$ cat config.mk
export PLATFORM = sky130hd
export DESIGN_NAME = if_stage
export DESIGN_NICKNAME = d
export VERILOG_FILES = /design/src/rtl/if_pkg.sv /design/src/rtl/if_id_reg.sv /design/src/rtl/if_stage.sv
export SDC_FILE = /design/constraint.sdc
export NUM_CORES = 1
export LEC_CHECK = 0
export CAP_MARGIN = 25
export CORE_MARGIN = 3
export CORE_UTILIZATION = 41
export DETAILED_ROUTE_END_ITERATION = 8
export PLACE_DENSITY = 0.75
export SLEW_MARGIN = 20
export SYNTH_ARGS = -nofsm -noshare
export SYNTH_HDL_FRONTEND = slang
export SYNTH_SLANG_ARGS = --single-unit
export TNS_END_PERCENT = 30
$ cat constraint.sdc
create_clock -name clk -period 2.3 [get_ports clk]
set_clock_uncertainty 0.2 [all_clocks]
set_input_delay 0.46 -clock clk [delete_from_list [all_inputs] [get_ports clk]]
set_output_delay 0.46 -clock clk [all_outputs]
set_load 0.1 [all_outputs]
$ cat src/rtl/if_pkg.sv
// Shared encodings for the instruction-fetch stage: redirect opcodes, bubble
// instruction and fetch FSM states.
`default_nettype none

package if_pkg;

   localparam logic [1:0] JOP_NONE = 2'b00;
   localparam logic [1:0] JOP_BR   = 2'b01;
   localparam logic [1:0] JOP_J    = 2'b10;
   localparam logic [1:0] JOP_JR   = 2'b11;

   localparam logic [31:0] NOP_INSTR = 32'h0000_0000;

   localparam logic [1:0] ST_FETCH = 2'd0;
   localparam logic [1:0] ST_HOLD  = 2'd1;
   localparam logic [1:0] ST_DROP  = 2'd2;

endpackage

`default_nettype wire

$ cat src/rtl/if_id_reg.sv
// IF/ID pipeline register with hold, bubble and load.
`default_nettype none

module if_id_reg
   import if_pkg::*;
#(
   parameter int W = 32
) (
   input  logic         clk,
   input  logic         rst,
   input  logic         write_en,
   input  logic         bubble,
   input  logic [W-1:0] instr_in,
   input  logic [W-1:0] pc_in,
   output logic [W-1:0] instr,
   output logic [W-1:0] pc,
   output logic         valid
);

   // A bubble clears the instruction and valid bit; the PC field is left as-is.
   always_ff @(posedge clk or negedge rst) begin
      if (!rst) begin
         instr <= '0;
         pc    <= '0;
         valid <= 1'b0;
      end else if (write_en) begin
         if (bubble) begin
            instr <= W'(NOP_INSTR);
            valid <= 1'b0;
         end else begin
            instr <= instr_in;
            pc    <= pc_in;
            valid <= 1'b1;
         end
      end
   end

endmodule

`default_nettype wire

$ cat src/rtl/if_stage.sv
// Instruction-fetch stage: PC, next-PC select, fetch FSM and IF/ID register.
// Optional IF_PERF_EN adds saturating fetch/stall performance counters.
`default_nettype none

module if_stage
   import if_pkg::*;
#(
   parameter int                  bit_size = 32,
   parameter logic [bit_size-1:0] RESET_PC = '0,
   parameter int                  PC_STEP  = 4
) (
   input  logic                clk,
   input  logic                rst,
   input  logic                PCWrite,
   input  logic                IF_IDWrite,
   input  logic                IF_Flush,
   input  logic [1:0]          EX_JumpOP,
   input  logic [bit_size-1:0] EX_BranchAddr,
   input  logic [bit_size-1:0] EX_JumpAddr,
   input  logic [bit_size-1:0] EX_RegAddr,
   output logic                IM_Req,
   output logic [bit_size-1:0] IM_Addr,
   input  logic                IM_Valid,
   input  logic [bit_size-1:0] IM_Data,
   output logic [bit_size-1:0] ID_Instr,
   output logic [bit_size-1:0] ID_PC,
   output logic                ID_Valid,
   output logic                Fetch_Stall
`ifdef IF_PERF_EN
   ,
   output logic [31:0]         Perf_Fetch,
   output logic [31:0]         Perf_Stall
`endif
);

   localparam logic [bit_size-1:0] PC_INC = bit_size'(PC_STEP);

   logic [1:0]          state;
   logic [bit_size-1:0] pc;
   logic [bit_size-1:0] hold_instr;
   logic                avail;
   logic [bit_size-1:0] cur_instr;
   logic                redirect;
   logic                accept;
   logic                stall_next;
   logic [bit_size-1:0] target;

   assign avail      = (state == ST_HOLD) || ((state == ST_FETCH) && IM_Valid);
   assign cur_instr  = (state == ST_HOLD) ? hold_instr : IM_Data;
   assign redirect   = (EX_JumpOP != JOP_NONE);
   assign accept     = IF_IDWrite && PCWrite && !IF_Flush && avail && !redirect;
   assign stall_next = IF_IDWrite && !IF_Flush && !avail;

   assign IM_Req  = (state == ST_FETCH);
   assign IM_Addr = pc;

   always_comb begin
      target = pc;
      case (EX_JumpOP)
         JOP_BR:  target = EX_BranchAddr;
         JOP_J:   target = EX_JumpAddr;
         JOP_JR:  target = EX_RegAddr;
         default: target = pc;
      endcase
   end

   // Redirect outranks a frozen PC; an unanswered request becomes stale (DROP).
   always_ff @(posedge clk or negedge rst) begin
      if (!rst) begin
         pc          <= RESET_PC;
         state       <= ST_FETCH;
         hold_instr  <= '0;
         Fetch_Stall <= 1'b0;
      end else begin
         Fetch_Stall <= stall_next;
         if (redirect) begin
            pc    <= target;
            state <= ((state == ST_FETCH) && !IM_Valid) ? ST_DROP : ST_FETCH;
         end else if (accept) begin
            pc    <= pc + PC_INC;
            state <= ST_FETCH;
         end else begin
            case (state)
               ST_FETCH: begin
                  if (IM_Valid) begin
                     state      <= ST_HOLD;
                     hold_instr <= IM_Data;
                  end
               end
               ST_HOLD: state <= ST_HOLD;
               ST_DROP: begin
                  if (IM_Valid) state <= ST_FETCH;
               end
               default: state <= ST_FETCH;
            endcase
         end
      end
   end

   if_id_reg #(
      .W(bit_size)
   ) u_if_id_reg (
      .clk      (clk),
      .rst      (rst),
      .write_en (IF_IDWrite),
      .bubble   (IF_Flush || !avail),
      .instr_in (cur_instr),
      .pc_in    (pc),
      .instr    (ID_Instr),
      .pc       (ID_PC),
      .valid    (ID_Valid)
   );

`ifdef IF_PERF_EN
   always_ff @(posedge clk or negedge rst) begin
      if (!rst) begin
         Perf_Fetch <= '0;
         Perf_Stall <= '0;
      end else begin
         if (accept && (Perf_Fetch != 32'hFFFF_FFFF)) Perf_Fetch <= Perf_Fetch + 32'd1;
         if (stall_next && (Perf_Stall != 32'hFFFF_FFFF)) Perf_Stall <= Perf_Stall + 32'd1;
      end
   end
`endif

endmodule

`default_nettype wire

==> implementation parameters <==
Parameter                              Value

Place
  Worst Setup Slack post-DPL    -0.531 ns
  Routability congestion estimate from global placement    0.817
  Post-DP HPWL    14000 um
  Number of I/O port buffers    234

Layout
  Share of the core filled with cells    64.5%
  Area of combinational cells with multiple inputs    2940 um^2
  Antenna Cells    0
  Area grow syn2layout    53.1%
  Share of post-route cells with drive strength above 1    38.8%
  Total number of nets in the final design    923
  Storage cell area    3340 um^2
  Total of fill cells in the finished design    1187

Worst setup path
  Critical Path Start Type    register
  Critical Path End Type    register
  Worst r2r dst    IM_Addr[8]
  Register-to-Register Path Depth    6
  Slowest stage delay, CP    0.59 ns
  Reg-to-Reg Start    IM_Addr[3]
  Data arrival time of the worst path    2.35 ns
  Data required time at the worst endpoint    2.38 ns
  Setup slack, reg-to-reg    0.03 ns
  Slowest library cell on the worst path    or4_4
  Worst-path fanout max    7
  Start-to-end type of the worst setup path    register to register
  Number of buffers and inverters on the critical path    1
  Series of cell instances along the critical path    ha_4 -> nand2_2 -> or4_4 -> buf_6 -> xnor2_1 -> mux4_2
  Cell family with the largest share of critical-path delay    simple AND/OR/NAND/NOR gates

Clocking
  CTS tree    built
  Root Buffer    clkbuf_16
  Latest clock arrival within the worst-skew pair    0.41 ns
  Clock net sink count    132
  Maximum level of the CTS H-tree    4
  Clock transition at the registers of the reported paths    0.06 ns
  TritonCTS Buffers    17
  Number of buffers between clock root and the deepest sink    2

Floorplanning
  Die H    131 um
  Die width    131 um
  Site row count    45
  Number of primary I/O pins    235
  Area of the core    15300 um^2
  Total Die Area    17300 um^2
  Initial Util    42.2%

Drt
  Total wirelength of the detailed-routed design    18600 um
  Violation count after the first detailed-route iteration    293
  Final routed DRC violation total    0
  WL per Instance    18.5 um
  Antenna-violating nets left    0
  Vias    5284
  Length of the first detailed-routing pass in iterations    4
  Vias per inst    5.23

Run status
  Run status    complete, no violations

Timing
  Crit share post-route    98.8%
  Final setup violation count    0
  Measured slew at the worst slew-check pin    0.755 ns
  Setup repair after global routing missed its margin    yes
  Achievable Freq    440 MHz
  Clock period minus final worst setup slack    2.27 ns
  Final hold viol count    0
  Worst slew margin relative to its limit    49.6%
  Slew Viols, Final    0
  Fin worst setup slack    0.0284 ns

GRT
  Wire length of the first global-routing pass    30000 um
  Total track usage    21.7%
  Vias in the first global route    5549
  Maximum number of pins on one net before global-route repair    63
  Sum of overflow across all layers after global routing    0
  Antenna violations before repair    1

Yosys
  Number of instances in the synthesized netlist    514
  EDFF count, synth    0
  Cells taking the most area after synthesis    dfrtp_1 (51%), mux2_2 (12%), mux4_2 (8.0%), mux2i_1 (5.6%), o22ai_1 (3.1%)
  Total number of yosys warnings    0
  Distinct cell type count after synthesis    49
  Proportion of synthesized flip-flops having asynchronous set or reset    100%
  Combined area of all synthesized cells    6460 um^2
  Post-synthesis net count    651
  Mean instance size in the synthesized netlist    12.6 um^2
  Area share of the largest cell type after synthesis    51.2%
  Yosys top cell by area    dfrtp_1
  Top_reg_cell synth    dfrtp_1
  Portion of the post-synthesis area used by sequential elements    51.2%
  Flops & latches, synth    132

Pwr
  Static leakage    4.29 nW
  Switching share of power    42.8%
  Share of power burned in the clock network    25.8%
  Cell Int Power    5.50 mW
  Pwr Density    972 nW/um^2
  Worst ir drop on vdd    0.744 mV
  Part of the power in combinational logic    41.9%
  PnR Total Power    9.60 mW
  Sequential group share of total power    32.4%
  Psw    4.11 mW

Min path
  Worst Hold Class    register to register
  Hold worst-path end    u_if_id_reg.pc[25]
  Cell depth of the worst min-delay path    2
  Hold path startpoint    u_if_id_reg.pc[25]

Run
  Max-Cap Viols    0
layout by cell type (no fill, tap or decap), types with 13 or more instances in the layout:
cell / n
buf_12: 15
dfrtp_1: 112
buf_4: 132
mux4_2: 23
mux2_2: 70
clkbuf_16: 17
nor2_1: 17
xnor2_1: 13
dfrtp_2: 15
clkdlybuf4s50_1: 128
o22ai_1: 32
mux2i_1: 36
inv_1: 37
nand2_1: 16
cells by family (layout without fill, tap and decap cells):
group           count (synthesis)  after routing  synth area share, %
flops                         132            132                 51.2
buf+inv                        69            354                 4.24
simple gates                   95             95                 8.45
mux                           129            129                 25.8
compound gates                 69             69                 7.56
fa+ha+maj                       1              1                0.194
xor+xnor                       19             19                 2.58
layout make-up:
| class | instances | share of cell area [%] |
|---|---|---|
| clock buffers | 22 | 4.60 |
| clock inverters | 10 | 0.848 |
| inverters | 37 | 1.41 |
| multi-input cells | 313 | 29.7 |
| flip-flops and latches | 132 | 33.8 |
| well taps | 211 | 2.67 |
| repair buffers | 285 | 27.0 |
how the worst max path moves through the flow:
| stage | start | end | slack (ns) | cells after the start |
|---|---|---|---|---|
| global route | IM_Addr[3] | IM_Addr[18] | -0.007 | 6 |
| finish | IM_Addr[3] | IM_Addr[8] | 0.03 | 6 |
| CTS | IM_Addr[2] | IM_Addr[18] | -0.01 | 6 |
| floorplan | IM_Addr[2] | IM_Addr[12] | -0.19 | 7 |
| global placement | IF_IDWrite | IM_Addr[12] | -0.51 | 6 |
| detailed placement | IF_IDWrite | IM_Addr[12] | -0.53 | 6 |
cell usage after synthesis (all sizes together) (2+ instances only):
library cell	count
nor4	2
nor3	7
nand2	17
dfrtp	132
a22o	4
clkbuf	17
o21a	3
a311o	2
o22a	4
xor2	6
o21bai	3
mux2	70
and2	5
or2	2
a22oi	4
nand3	7
a31oi	5
nor2	19
and3	6
mux4	23
mux2i	36
a21oi	3
buf	15
and4	11
o21ai	4
nand4	9
nor2b	4
xnor2	13
o22ai	32
inv	37
per-layer routing:
metal  track usage, %  wire length, um
met2             36.0             9150
met5                0               13
met4             5.25              159
met3             6.89             1180
met1             27.8             8130
power groups by stage:
stage	registers, mW	logic (mW)	clock network [mW]
after floorplan	5.23	0.736	0
after global placement	3.12	3.98	0
after detailed placement	3.14	4.03	0
after CTS	3.11	4.04	2.53
after global routing	3.17	4.16	2.64
final	3.11	4.02	2.47
sequential cells by signal, summed over array words and instances (netlist names):
name,flops
u_if_id_reg.valid,1
u_if_id_reg.pc,32
Fetch_Stall,1
IM_Addr,32
hold_instr,32
state,2
u_if_id_reg.instr,32
per-stage QoR:
step           hold WS (ns)  setup TNS (ns)  instances  instance area (um^2)
6_report              0.302               0       1010                  9880
4_1_cts               0.306         -0.0140       1007                  9850
3_3_place_gp          0.269          -39.78        972                  9280
2_1_floorplan       -0.0356           -1.65        514                  6540
5_1_grt               0.314        -0.00973       1010                  9880
3_5_place_dp          0.286          -43.71        972                  9280
worst register-to-register path: stages, from the launching register on:
cell     delay, ns
dfrtp_4       0.42
ha_4          0.15
nand2_2       0.06
or4_4         0.59
buf_6         0.17
xnor2_1       0.11
mux4_2        0.45
what timing repair did:
item,CTS,global route
resized for setup,5,4
endpoints found under the hold margin,57,0
pin swaps,4,4
hold buffers,1,0
endpoints found under the setup margin,60,4
setup buffers,2,3
Power figures use the tool's default switching activity.
